[config.mk]
export PLATFORM = sky130hd
export DESIGN_NAME = text_pixel_serializer
export DESIGN_NICKNAME = d
export VERILOG_FILES = /design/src/rtl/vga_text_pkg.sv /design/src/rtl/tick_delay_line.sv /design/src/rtl/text_pixel_serializer.sv
export SDC_FILE = /design/constraint.sdc
export NUM_CORES = 1
export LEC_CHECK = 0
export CAP_MARGIN = 15
export CORE_MARGIN = 3
export CORE_UTILIZATION = 44
export CTS_BUF_LIST = sky130_fd_sc_hd__clkbuf_2 sky130_fd_sc_hd__clkbuf_4 sky130_fd_sc_hd__clkbuf_8
export DETAILED_ROUTE_END_ITERATION = 7
export PLACE_DENSITY = 0.7
export SLEW_MARGIN = 20
export SYNTH_ARGS = -nofsm -noshare
export SYNTH_HDL_FRONTEND = slang
export SYNTH_SLANG_ARGS = --single-unit
export TNS_END_PERCENT = 30
[constraint.sdc]
create_clock -name clk -period 1.7 [get_ports clk]
set_input_delay 0.34 -clock clk [delete_from_list [all_inputs] [get_ports clk]]
set_output_delay 0.34 -clock clk [all_outputs]
set_load 0.01 [all_outputs]
[src/rtl/vga_text_pkg.sv]
// vga_text_pkg: shared constants and types for the VGA text back end.
// Colour format, sync polarity and font geometry live here.
package vga_text_pkg;

  localparam int COLOR_W = 12;
  localparam logic [COLOR_W-1:0] FG_DEFAULT = 12'hFFF;
  localparam logic [COLOR_W-1:0] BG_COLOR = 12'h000;
  localparam logic SYNC_ACTIVE = 1'b0;
  localparam int FONT_W = 8;
  localparam int BIT_AW = $clog2(FONT_W);

  typedef struct packed {
    logic video_on;
    logic hsync;
    logic vsync;
    logic [BIT_AW-1:0] bit_addr;
  } pix_ctl_t;

  localparam int CTL_W = $bits(pix_ctl_t);

  localparam pix_ctl_t CTL_IDLE = '{
    video_on: 1'b0,
    hsync:    ~SYNC_ACTIVE,
    vsync:    ~SYNC_ACTIVE,
    bit_addr: '0
  };

  // Font rows are stored MSB-first: column 0 is bit FONT_W-1.
  function automatic logic font_bit(
    input logic [FONT_W-1:0] word,
    input logic [BIT_AW-1:0] addr
  );
    logic [BIT_AW-1:0] idx;
    idx = BIT_AW'(FONT_W - 1) - addr;
    return word[idx];
  endfunction

endpackage

[src/rtl/tick_delay_line.sv]
// tick_delay_line: DEPTH-stage shift register that advances only
// when en is high; all stages reset to RESET_VAL.
module tick_delay_line #(
  parameter int DEPTH = 2,
  parameter int WIDTH = 6,
  parameter logic [WIDTH-1:0] RESET_VAL = '0
) (
  input  logic             clk,
  input  logic             reset_n,
  input  logic             en,
  input  logic [WIDTH-1:0] din,
  output logic [WIDTH-1:0] dout
);

  logic [DEPTH-1:0][WIDTH-1:0] stage_q;
  logic [DEPTH-1:0][WIDTH-1:0] stage_d;

  always_comb begin
    stage_d = stage_q;
    if (en) begin
      stage_d[0] = din;
      for (int i = 1; i < DEPTH; i++) begin
        stage_d[i] = stage_q[i-1];
      end
    end
  end

  always_ff @(posedge clk or negedge reset_n) begin
    if (!reset_n) begin
      stage_q <= {DEPTH{RESET_VAL}};
    end else begin
      stage_q <= stage_d;
    end
  end

  assign dout = stage_q[DEPTH-1];

endmodule

[src/rtl/text_pixel_serializer.sv]
// text_pixel_serializer: font word to RGB pixel with aligned syncs,
// frame-synchronous foreground update and frame-counted blink.
module text_pixel_serializer #(
  parameter int ADDR_LAT = 2,
  parameter int COLOR_W = vga_text_pkg::COLOR_W,
  parameter logic [COLOR_W-1:0] FG_DEFAULT = vga_text_pkg::FG_DEFAULT,
  parameter logic [COLOR_W-1:0] BG_COLOR = vga_text_pkg::BG_COLOR,
  parameter int BLINK_FRAMES = 30
) (
  input  logic               clk,
  input  logic               reset_n,
  input  logic               pixel_tick,
  input  logic               video_on,
  input  logic               hsync_in,
  input  logic               vsync_in,
  input  logic [9:0]         pixel_x,
  input  logic [7:0]         font_word,
  input  logic [COLOR_W-1:0] color_fg_in,
  input  logic               color_load,
  input  logic               blink_en,
  output logic [COLOR_W-1:0] rgb,
  output logic               hsync,
  output logic               vsync,
  output logic               pixel_valid
);

  import vga_text_pkg::pix_ctl_t;
  import vga_text_pkg::CTL_W;
  import vga_text_pkg::CTL_IDLE;
  import vga_text_pkg::SYNC_ACTIVE;
  import vga_text_pkg::BIT_AW;
  import vga_text_pkg::font_bit;

  localparam logic [7:0] BLINK_LAST = 8'(BLINK_FRAMES - 1);

  pix_ctl_t ctl_in;
  pix_ctl_t ctl_out;
  logic     unused_px_hi;

  assign ctl_in = '{
    video_on: video_on,
    hsync:    hsync_in,
    vsync:    vsync_in,
    bit_addr: pixel_x[BIT_AW-1:0]
  };
  assign unused_px_hi = ^pixel_x[9:BIT_AW];

  tick_delay_line #(
    .DEPTH     (ADDR_LAT),
    .WIDTH     (CTL_W),
    .RESET_VAL (CTL_IDLE)
  ) u_ctl_dly (
    .clk     (clk),
    .reset_n (reset_n),
    .en      (pixel_tick),
    .din     (ctl_in),
    .dout    (ctl_out)
  );

  logic [COLOR_W-1:0] rgb_q, rgb_d;
  logic               hsync_q, hsync_d;
  logic               vsync_q, vsync_d;
  logic               valid_q, valid_d;
  logic [COLOR_W-1:0] fg_active_q, fg_active_d;
  logic [COLOR_W-1:0] fg_shadow_q, fg_shadow_d;
  logic               pending_q, pending_d;
  logic [7:0]         blink_cnt_q, blink_cnt_d;
  logic               blink_off_q, blink_off_d;
  logic               frame_edge;
  logic               pix_on;

  // vsync_q still holds the previous pixel's vsync, so this is the
  // falling edge seen at the output-stage input.
  assign frame_edge = pixel_tick
                    && (vsync_q != SYNC_ACTIVE)
                    && (ctl_out.vsync == SYNC_ACTIVE);

  always_comb begin
    pix_on = font_bit(font_word, ctl_out.bit_addr)
           && !(blink_en && blink_off_q);
    rgb_d   = rgb_q;
    hsync_d = hsync_q;
    vsync_d = vsync_q;
    valid_d = valid_q;
    if (pixel_tick) begin
      if (!ctl_out.video_on) begin
        rgb_d = '0;
      end else if (pix_on) begin
        rgb_d = fg_active_q;
      end else begin
        rgb_d = BG_COLOR;
      end
      hsync_d = ctl_out.hsync;
      vsync_d = ctl_out.vsync;
      valid_d = ctl_out.video_on;
    end
  end

  always_comb begin
    fg_shadow_d = fg_shadow_q;
    fg_active_d = fg_active_q;
    pending_d   = pending_q;
    if (color_load) begin
      fg_shadow_d = color_fg_in;
      pending_d   = 1'b1;
    end
    if (frame_edge) begin
      if (color_load) begin
        fg_active_d = color_fg_in;
        pending_d   = 1'b0;
      end else if (pending_q) begin
        fg_active_d = fg_shadow_q;
        pending_d   = 1'b0;
      end
    end
  end

  always_comb begin
    blink_cnt_d = blink_cnt_q;
    blink_off_d = blink_off_q;
    if (frame_edge) begin
      if (blink_cnt_q == BLINK_LAST) begin
        blink_cnt_d = '0;
        blink_off_d = !blink_off_q;
      end else begin
        blink_cnt_d = blink_cnt_q + 8'd1;
      end
    end
  end

  always_ff @(posedge clk or negedge reset_n) begin
    if (!reset_n) begin
      rgb_q       <= '0;
      hsync_q     <= ~SYNC_ACTIVE;
      vsync_q     <= ~SYNC_ACTIVE;
      valid_q     <= 1'b0;
      fg_active_q <= FG_DEFAULT;
      fg_shadow_q <= FG_DEFAULT;
      pending_q   <= 1'b0;
      blink_cnt_q <= '0;
      blink_off_q <= 1'b0;
    end else begin
      rgb_q       <= rgb_d;
      hsync_q     <= hsync_d;
      vsync_q     <= vsync_d;
      valid_q     <= valid_d;
      fg_active_q <= fg_active_d;
      fg_shadow_q <= fg_shadow_d;
      pending_q   <= pending_d;
      blink_cnt_q <= blink_cnt_d;
      blink_off_q <= blink_off_d;
    end
  end

  assign rgb         = rgb_q;
  assign hsync       = hsync_q;
  assign vsync       = vsync_q;
  assign pixel_valid = valid_q;

endmodule
== Yosys cells after proc, flatten, opt, wreduce, memory -nomap -nowiden ==
Cells that the tools add are included.
Operators by class
  add/subtract/negate cells: 2
  magnitude comparators: 1
  equality and inequality tests: 1
  multiplexer cells: 11
  bitwise logic cells: 1
  reduce and logical (&&, ||, !) cells: 9
Operators by type and width (number)
  2-to-1 mux 12 bit: 4
  adder 8 x 1 -> 8 bit, second input constant: 1
  equality test 8 x 5 -> 1 bit, second input constant: 1
  2-to-1 mux 8 bit: 1
  2-to-1 mux 1 bit: 5
  logical AND 1 bit: 4
  less-than comparator 3 x 4 -> 1 bit, second input constant: 1
  AND reduction 2 bit: 2
  binary-select mux 1 bit (select 3 bit): 1
  subtractor 3 bit, first input constant: 1
  logical NOT 1 bit: 2
  nonzero test 2 bit: 1
  NOT 1 bit: 1
Storage, ports and cells
  flip-flop bits (word level): 61
  input port bits: 38
  output and inout bits: 15
  logic and storage cells: 36

== Longest topological paths before layout ==
Gate-level depths: netlist of run 1.
  word-level depth: 6
  mapped depth: 6
  depth with buffers taken out: 5

== By module ==
Synthesis of run 1 repeated with hierarchy kept, for this count alone.
Second synthesis, totals
  cell total of the unflattened synthesis: 172
  area total of the unflattened synthesis: 2568.7 µm²
By module, submodules not included
  text_pixel_serializer: instances 1, cells an instance 141, area an instance 2034.5 µm², seq. area each 1258.7 µm²
  tick_delay_line: instances 1, cells an instance 31, area an instance 534.3 µm², seq. area each 305.3 µm²

== Worst setup path before layout of run 1 ==
OpenSTA, ideal clock, no wires.
  path type: reg2reg
  start point: register vsync_q, in the netlist vsync
  end point: register fg_active_q[10]
  library setup time: 0.082 ns
  data arrival time: 1.426 ns
  required time: 1.618 ns
  path slack: 0.192 ns
  stages on the path, launching flop included: 5
  buffers on the path: 1
  path through: dfstp_2 nand3b_1 nor2_1 buf_4 mux2_2
On the way
  word-level cells in the longest chain between the ends: 3
RTL lines
  start: declaration: line text_pixel_serializer.sv:62  | logic vsync_q, vsync_d;
  start signal: assignment: line text_pixel_serializer.sv:135  | vsync_q <= ~SYNC_ACTIVE;
  start signal: assignment: line text_pixel_serializer.sv:145  | vsync_q <= vsync_d;
  logical AND 1 bit: line text_pixel_serializer.sv:75  | && (vsync_q != SYNC_ACTIVE)
  logical AND 1 bit: line text_pixel_serializer.sv:76  | && (ctl_out.vsync == SYNC_ACTIVE);
  AND reduction 2 bit (no source line)
  end signal: assignment: line text_pixel_serializer.sv:147  | fg_active_q <= fg_active_d;
  end: declaration: line text_pixel_serializer.sv:64  | logic [COLOR_W-1:0] fg_active_q, fg_active_d;
Every way passes these cells.
A chain may end at the register's enable or synchronous reset.

== Final worst setup path of run 1 ==
  start point: register rgb_q[7], in the netlist rgb[7]
  end point: output port rgb[7]
RTL lines
  start: declaration: line text_pixel_serializer.sv:60  | logic [COLOR_W-1:0] rgb_q, rgb_d;
  start signal: assignment: line text_pixel_serializer.sv:143  | rgb_q <= rgb_d;
  end: declaration: line text_pixel_serializer.sv:21  | output logic [COLOR_W-1:0] rgb,
No word-level cell between the ends.

==> impl_metrics.py, run 1 <==
metrics = {
    "worst_hold_path": {
        "hold_class": "primary input to async pin",
    },
    "clock_tree": {
        "clock_sinks": 61,
        "postCtsHoldBufs": 0,
        "clock_path_buffers": 2,
        "clkTransAtPathRegs_ps": 60,
        "htreeDepth": 3,
        "clk_latency_ps": 330,
        "clock_tree.root_cell": "clkbuf_8",
        "cts_tree": "built",
        "cts_made_buffers": 9,
    },
    "global_routing": {
        "grt_pass1_wl_um": 7520,
        "grt-ovfl-total": 0,
        "grt_pass1_vias": 1646,
        "grt.total_usage": 0.154,
        "antenna_found_initial": 0,
        "grt_max_degree": 62,
    },
    "cells_and_area": {
        "regArea_mm2": 0.00157,
        "drive_above_1_share": 0.443,
        "syn2layout_area_growth_pct": 30.0,
        "finalNetCount": 265,
        "post_layout_nonfiller_instances": 300,
        "final_cell_area_mm2": 0.00327,
        "multi_input_area_um2": 883,
        "nFillCells": 424,
        "num_antenna_cells": 0,
    },
    "die": {
        "die_area_mm2": 0.00667,
        "die_x_um": 81.7,
        "core_area_mm2": 0.00534,
        "rows": 26,
        "start_util": 0.472,
        "num_io_pins": 53,
        "die_h_um": 81.7,
    },
    "setup_path": {
        "path_cells": "clkdlybuf4s50_1",
        "crit_arrival_ps": 1260,
        "cpLargestDelayFamily": "buffers and inverters",
        "critPathCaptureType": "primary output",
        "critPathKind": "flip-flop to primary output",
        "critical_path_required_ps": 1360,
        "critPathBufInv": 1,
        "crit_path_top_delay_cell": "clkdlybuf4s50_1",
        "worstSetupStartpointType": "flip-flop",
        "critPathMaxFanout": 2,
        "max_stage_delay_ps": 550,
    },
    "placement": {
        "post-place-ws_ps": -135,
        "hpwl_um": 3420,
        "placed_cell_area_mm2": 0.00308,
        "portBuffers": 45,
        "gp_congestion": 0.743,
        "place_inst": 284,
    },
    "pwr": {
        "p_leak_nw": 1.39,
        "finalPower_mw": 4.22,
        "p_per_area_mw_per_mm2": 1290,
        "vdd_drop_max_v": 0.000637,
    },
    "logic_synthesis": {
        "yosys.cell_types.count": 32,
        "ys_seq_area_frac": 0.621,
        "syn_avg_cell_area_um2": 15.0,
        "syn-num-nets": 208,
        "ys_seq_elements": 61,
        "syn_area_mm2": 0.00252,
        "netlist_instances": 168,
        "yosys_warnings": 0,
    },
    "route": {
        "drc": 0,
        "drtIter0Drc": 32,
        "vias": 1529,
        "antenna_left": 0,
        "avgRoutedWirePerCell_um": 15.7,
        "firstDrtPassIters": 4,
        "viasPerCell": 5.10,
        "finalWirelength_um": 4710,
    },
    "timing": {
        "finalSetupViolations": 0,
        "period_share": 0.938,
        "rsz0062_at_grt": "no",
        "holdWs_ps": 7.54,
        "fmax_mhz": 627,
        "min_period_ps": 1600,
        "slew_viol_final": 0,
        "hold_viol_final": 0,
        "maxSlewHeadroom": 0.723,
        "skew_ps": 6.70,
        "worst_pin_slew_ps": 414,
        "postLayoutSetupSlackWorst_ps": 105,
    },
    "status": {
        "status": "complete, no violations",
    },
    "flow_run": {
        "cap_violations": 0,
    },
}
==> layout by cell type (no fill, tap or decap), types with 2 or more instances in the layout <==
| cell | synthesis | routed |
|---|---|---|
| dfrtp_1 | 31 | 30 |
| nand2_1 | 3 | 3 |
| nand3b_1 | 2 | 2 |
| clkinv_2 | 0 | 2 |
| a22o_1 | 10 | 10 |
| clkbuf_8 | 0 | 9 |
| dfstp_2 | 30 | 30 |
| xnor2_1 | 2 | 2 |
| clkinvlp_4 | 0 | 2 |
| nand4_1 | 5 | 5 |
| mux2i_1 | 3 | 3 |
| clkdlybuf4s50_1 | 0 | 42 |
| inv_1 | 3 | 3 |
| buf_4 | 2 | 9 |
| a22o_2 | 2 | 2 |
| dlygate4sd2_1 | 0 | 2 |
| and3_1 | 2 | 2 |
| mux2_2 | 38 | 38 |
| xor2_1 | 5 | 5 |
| nor2_1 | 8 | 8 |
| ha_1 | 2 | 2 |
==> metal layers <==
metal / vias to the layer above / GRT usage / part of all wire
met1: 770 / 0.190 / 0.44
li1: 717 / - / -
met2: 34 / 0.248 / 0.51
met5: - / 0 / 0
met4: 0 / 0.0897 / 0.017
met3: 8 / 0.0373 / 0.039
==> state kept, by name, indices dropped and copies added, names as in the netlist, 6 cells and up <==
signal / count
fg_active_q: 12
fg_shadow_q: 12
rgb: 12
blink_cnt_q: 8
u_ctl_dly.dout: 6
u_ctl_dly.stage_q: 6
==> cell families (layout without fill, tap and decap cells) <==
group,Yosys count,count (layout),share of synthesized area
flip-flops,61,61,0.621
adder cells (fa/ha/maj),2,2,0.00993
multiplexers,41,41,0.182
buffers and inverters,12,74,0.0283
AND/OR/NAND/NOR,28,28,0.0671
XOR/XNOR,7,7,0.0243
AO/OA/AOI/OAI,17,17,0.0676
==> metrics by stage <==
step	util	setup TNS (ps)
detailed placement	0.577	-2960
finish	0.614	0
global route	0.614	0
CTS	0.613	0
global placement	0.577	-2410
floorplan	-	0
==> cell type report <==
| type | instances | share of cell area |
|---|---|---|
| timing repair buffer | 55 | 0.162 |
| sequential | 61 | 0.478 |
| tap | 70 | 0.0268 |
| clock inverter | 6 | 0.0195 |
| inverter | 3 | 0.00344 |
| clock buffer | 10 | 0.0401 |
| multi-input combinational | 95 | 0.270 |
==> where the power goes <==
group | internal, mW | switching, mW | total (mW) | leakage, nW
registers | 1.93 | 0.227 | 2.15 | 0.713
clock network | 0.690 | 0.552 | 1.24 | 0.0957
logic | 0.516 | 0.310 | 0.826 | 0.586
==> path summary, 6_finish.rpt <==
path                            slack [ps]               from  cells past startpoint        endpoint
max in group asynchronous             1400            reset_n                      2  fg_active_q[4]
worst max register to register         180  u_ctl_dly.dout[0]                      4          rgb[5]
worst max-delay path                   100             rgb[7]                      1          rgb[7]
min in group clk                       500     blink_cnt_q[7]                      1  blink_cnt_q[7]
worst min register to register         500     blink_cnt_q[7]                      1  blink_cnt_q[7]
worst min-delay path                     8            reset_n                      2     pixel_valid
==> Yosys cell counts (all sizes together) <==
cell	count	area, um2
a2111oi	1	27.5
a21o	1	7.51
a221oi	1	15.0
a22o	12	108
and2	1	6.26
and3	2	12.5
and3b	1	8.76
and4b	2	23.8
buf	7	52.5
clkbuf	2	7.51
dfrtp	31	776
dfstp	30	788
ha	2	25.0
inv	3	11.3
mux2	38	428
mux2i	3	30.0
nand2	3	11.3
nand3	1	5.00
nand3b	2	15.0
nand4	5	31.3
nor2	8	30.0
nor2b	2	20.0
nor3	1	5.00
o21ai	1	5.00
o31ai	1	7.51
xnor2	2	17.5
xor2	5	43.8
==> repair_timing <==
item	4_1_cts	5_1_grt
endpoints found under the hold margin	0	0
setup endpoints to repair	2	11
setup buffers	0	0
resized for setup	2	1
No activity file was read; power rests on OpenSTA's default activity.
==> run 2, diff against run 1 <==
--- a/config.mk
+++ b/config.mk
@@ -14,5 +14,6 @@
 export SLEW_MARGIN = 20
 export SYNTH_ARGS = -nofsm -noshare
 export SYNTH_HDL_FRONTEND = slang
+export SYNTH_HIERARCHICAL = 1
 export SYNTH_SLANG_ARGS = --single-unit
 export TNS_END_PERCENT = 30
==> run 2 against run 1 <==
  * Cell count is 1.0% higher
  * Setup slack better by 11 ps
  * Worst hold slack better by 460 ps
  * Non-clock buffer count is 1 higher
  * Synthesized cell count is 2.4% higher
  * Clock power is 5% lower
  * Critical endpoint is now rgb[11]
==> impl_metrics.py, run 2 <==
metrics = {
    "status": {
        "status": "complete, no violations",
    },
    "pwr": {
        "p_per_area_mw_per_mm2": 1250,
        "vdd_drop_max_v": 0.000615,
        "p_leak_nw": 1.44,
    },
    "die": {
        "die_x_um": 82.4,
        "core_area_mm2": 0.00557,
        "die_h_um": 82.4,
        "rows": 27,
        "die_area_mm2": 0.00679,
        "num_io_pins": 53,
        "start_util": 0.461,
    },
    "global_routing": {
        "grt-ovfl-total": 0,
        "antenna_found_initial": 0,
        "grt.total_usage": 0.144,
        "grt_pass1_wl_um": 7090,
        "grt_max_degree": 62,
        "grt_pass1_vias": 1539,
    },
    "setup_path": {
        "critPathCaptureType": "primary output",
        "crit_path_top_delay_cell": "clkdlybuf4s50_1",
        "critical_path_required_ps": 1360,
        "critPathKind": "flip-flop to primary output",
        "crit_arrival_ps": 1240,
        "path_cells": "clkdlybuf4s50_1",
        "critPathBufInv": 1,
        "max_stage_delay_ps": 540,
        "critPathMaxFanout": 2,
        "worstSetupStartpointType": "flip-flop",
        "ff2ff_setup_slack_ps": 290,
        "cpLargestDelayFamily": "buffers and inverters",
    },
    "clock_tree": {
        "clock_sinks": 61,
        "clkTransAtPathRegs_ps": 60,
        "postCtsSetupRepairBufs": 0,
        "cts_tree": "built",
        "htreeDepth": 3,
        "clock_tree.root_cell": "clkbuf_8",
        "cts_made_buffers": 9,
        "clock_path_buffers": 2,
        "clk_latency_ps": 330,
    },
    "logic_synthesis": {
        "synth_edf_count": 0,
        "ys_top_cells_by_count": "dfrtp_1 (31), dfstp_2 (30), mux2_2 (27), a22o_1 (12), mux2_4 (10)",
        "syn_area_mm2": 0.00257,
        "yosys_warnings": 6,
        "syn_avg_cell_area_um2": 14.9,
        "yosys-top-cells-area": "dfstp_2 (31%), dfrtp_1 (30%), mux2_2 (12%)",
        "dominantRegCellSynth": "dfrtp_1",
        "synth_top_family_by_area": "multiplexers",
        "synth.most_common_cell": "dfrtp_1",
        "synth_top_area_frac": 0.307,
        "ys_seq_area_frac": 0.609,
        "synthMuxAreaShare": 0.197,
        "syn-num-nets": 212,
        "netlist_instances": 172,
        "synth_compound_area_frac": 0.0541,
        "synth_fa_ha_area_frac": 0.00974,
        "async_reset_ff_frac": 1.00,
        "ys_seq_elements": 61,
        "synth-simple-area-share": 0.0623,
        "synth_top_area_cell": "dfstp_2",
        "synth_xor_area_frac": 0.0239,
        "yosys.cell_types.count": 33,
    },
    "timing": {
        "worst_pin_slew_ps": 433,
        "finalSetupViolations": 0,
        "fmax_mhz": 631,
        "setup_tns_ps": 0,
        "skew_ps": 8.03,
        "min_period_ps": 1580,
        "maxSlewHeadroom": 0.711,
        "slew_viol_final": 0,
        "period_share": 0.932,
        "hold_viol_final": 0,
        "rsz0062_at_grt": "no",
    },
    "cells_and_area": {
        "nFillCells": 458,
        "post_layout_nonfiller_instances": 303,
        "num_antenna_cells": 0,
        "syn2layout_area_growth_pct": 28.5,
        "layout_common_cells": "clkdlybuf4s50_1 (42), dfrtp_1 (31), dfstp_2 (30), mux2_2 (27)",
        "drive_above_1_share": 0.424,
        "final_common_cell": "clkdlybuf4s50_1",
        "finalNetCount": 266,
        "final_cell_area_mm2": 0.00330,
    },
    "route": {
        "viasPerCell": 4.96,
        "drc": 0,
        "avgRoutedWirePerCell_um": 14.0,
        "drtIter0Drc": 71,
        "antenna_left": 0,
        "vias": 1502,
        "firstDrtPassIters": 4,
        "finalWirelength_um": 4230,
    },
    "placement": {
        "portBuffers": 45,
        "place_inst": 286,
        "placed_cell_area_mm2": 0.00310,
        "gp_congestion": 0.791,
        "hpwl_um": 2940,
    },
    "worst_hold_path": {
        "hold_class": "flip-flop to flip-flop",
    },
    "flow_run": {
        "cap_violations": 0,
    },
}
run 2: cell types whose count changed in the layout (fill, tap and decap cells not counted), moves of 2 or more:
| cell | delta |
|---|---|
| a22o_2 | -2 |
| clkbuf_8 | +3 |
| a22o_1 | +2 |
| mux2_2 | -11 |
| mux2_4 | +10 |
run 2: metrics by stage:
step / setup slack [ps] / hold WS, ps / power (mW) / util
5_1_grt: 56.5 / 493 / 4.40 / 0.592
2_1_floorplan: 258 / 44.4 / 2.63 / -
4_1_cts: 87.9 / 473 / 4.22 / 0.592
6_report: 116 / 466 / 4.14 / 0.592
3_3_place_gp: -119 / 370 / 2.97 / 0.556
3_5_place_dp: -143 / 370 / 3.00 / 0.556
run 2: per-layer routing:
layer / share of wire / global-route usage
met1: 0.45 / 0.176
met3: 0.071 / 0.0662
met4: 0.0092 / 0.0598
met2: 0.47 / 0.221
met5: 0 / 0
run 2: layout make-up:
cell class,count,area (um2),area share
Sequential cell,61,1560,0.474
Inverter,3,11.3,0.00341
Clock inverter,3,20.0,0.00606
Tap cell,72,90.1,0.0273
Clock buffer,13,173,0.0523
Multi-Input combinational cell,95,891,0.270
Timing Repair Buffer,56,553,0.167
run 2: kinds of logic (layout without fill, tap and decap cells):
group,count (synthesis),in the layout
AOI/OAI and AO/OA,17,17
xor gates and xnor gates,7,7
adders and majority gates,2,2
buffers and inverters,16,75
DFF,61,61
muxes,42,42
and+or+nand+nor,27,27
run 2: path summary, 6_finish.rpt:
path | start | end | cells past startpoint
min in group asynchronous | reset_n | rgb[6] | 3
max in group asynchronous | reset_n | u_ctl_dly/stage_q[3] | 3
worst min-delay path | blink_off_q | blink_off_q | 1
worst min register to register | blink_off_q | blink_off_q | 1
worst max register to register | blink_cnt_q[0] | blink_off_q | 4
worst max-delay path | rgb[11] | rgb[11] | 1
run 2: where the power goes:
group	internal [mW]	switching, mW	total (mW)
logic	0.530	0.290	0.820
registers	1.92	0.210	2.13
clock network	0.662	0.520	1.18
total	3.12	1.02	4.14
run 2: timing repair:
| item | in CTS | in global routing |
|---|---|---|
| setup endpoints to repair | 2 | 0 |
| resized for setup | 2 | 0 |
| endpoints found under the hold margin | 3 | 0 |
| hold buffers | 1 | 0 |
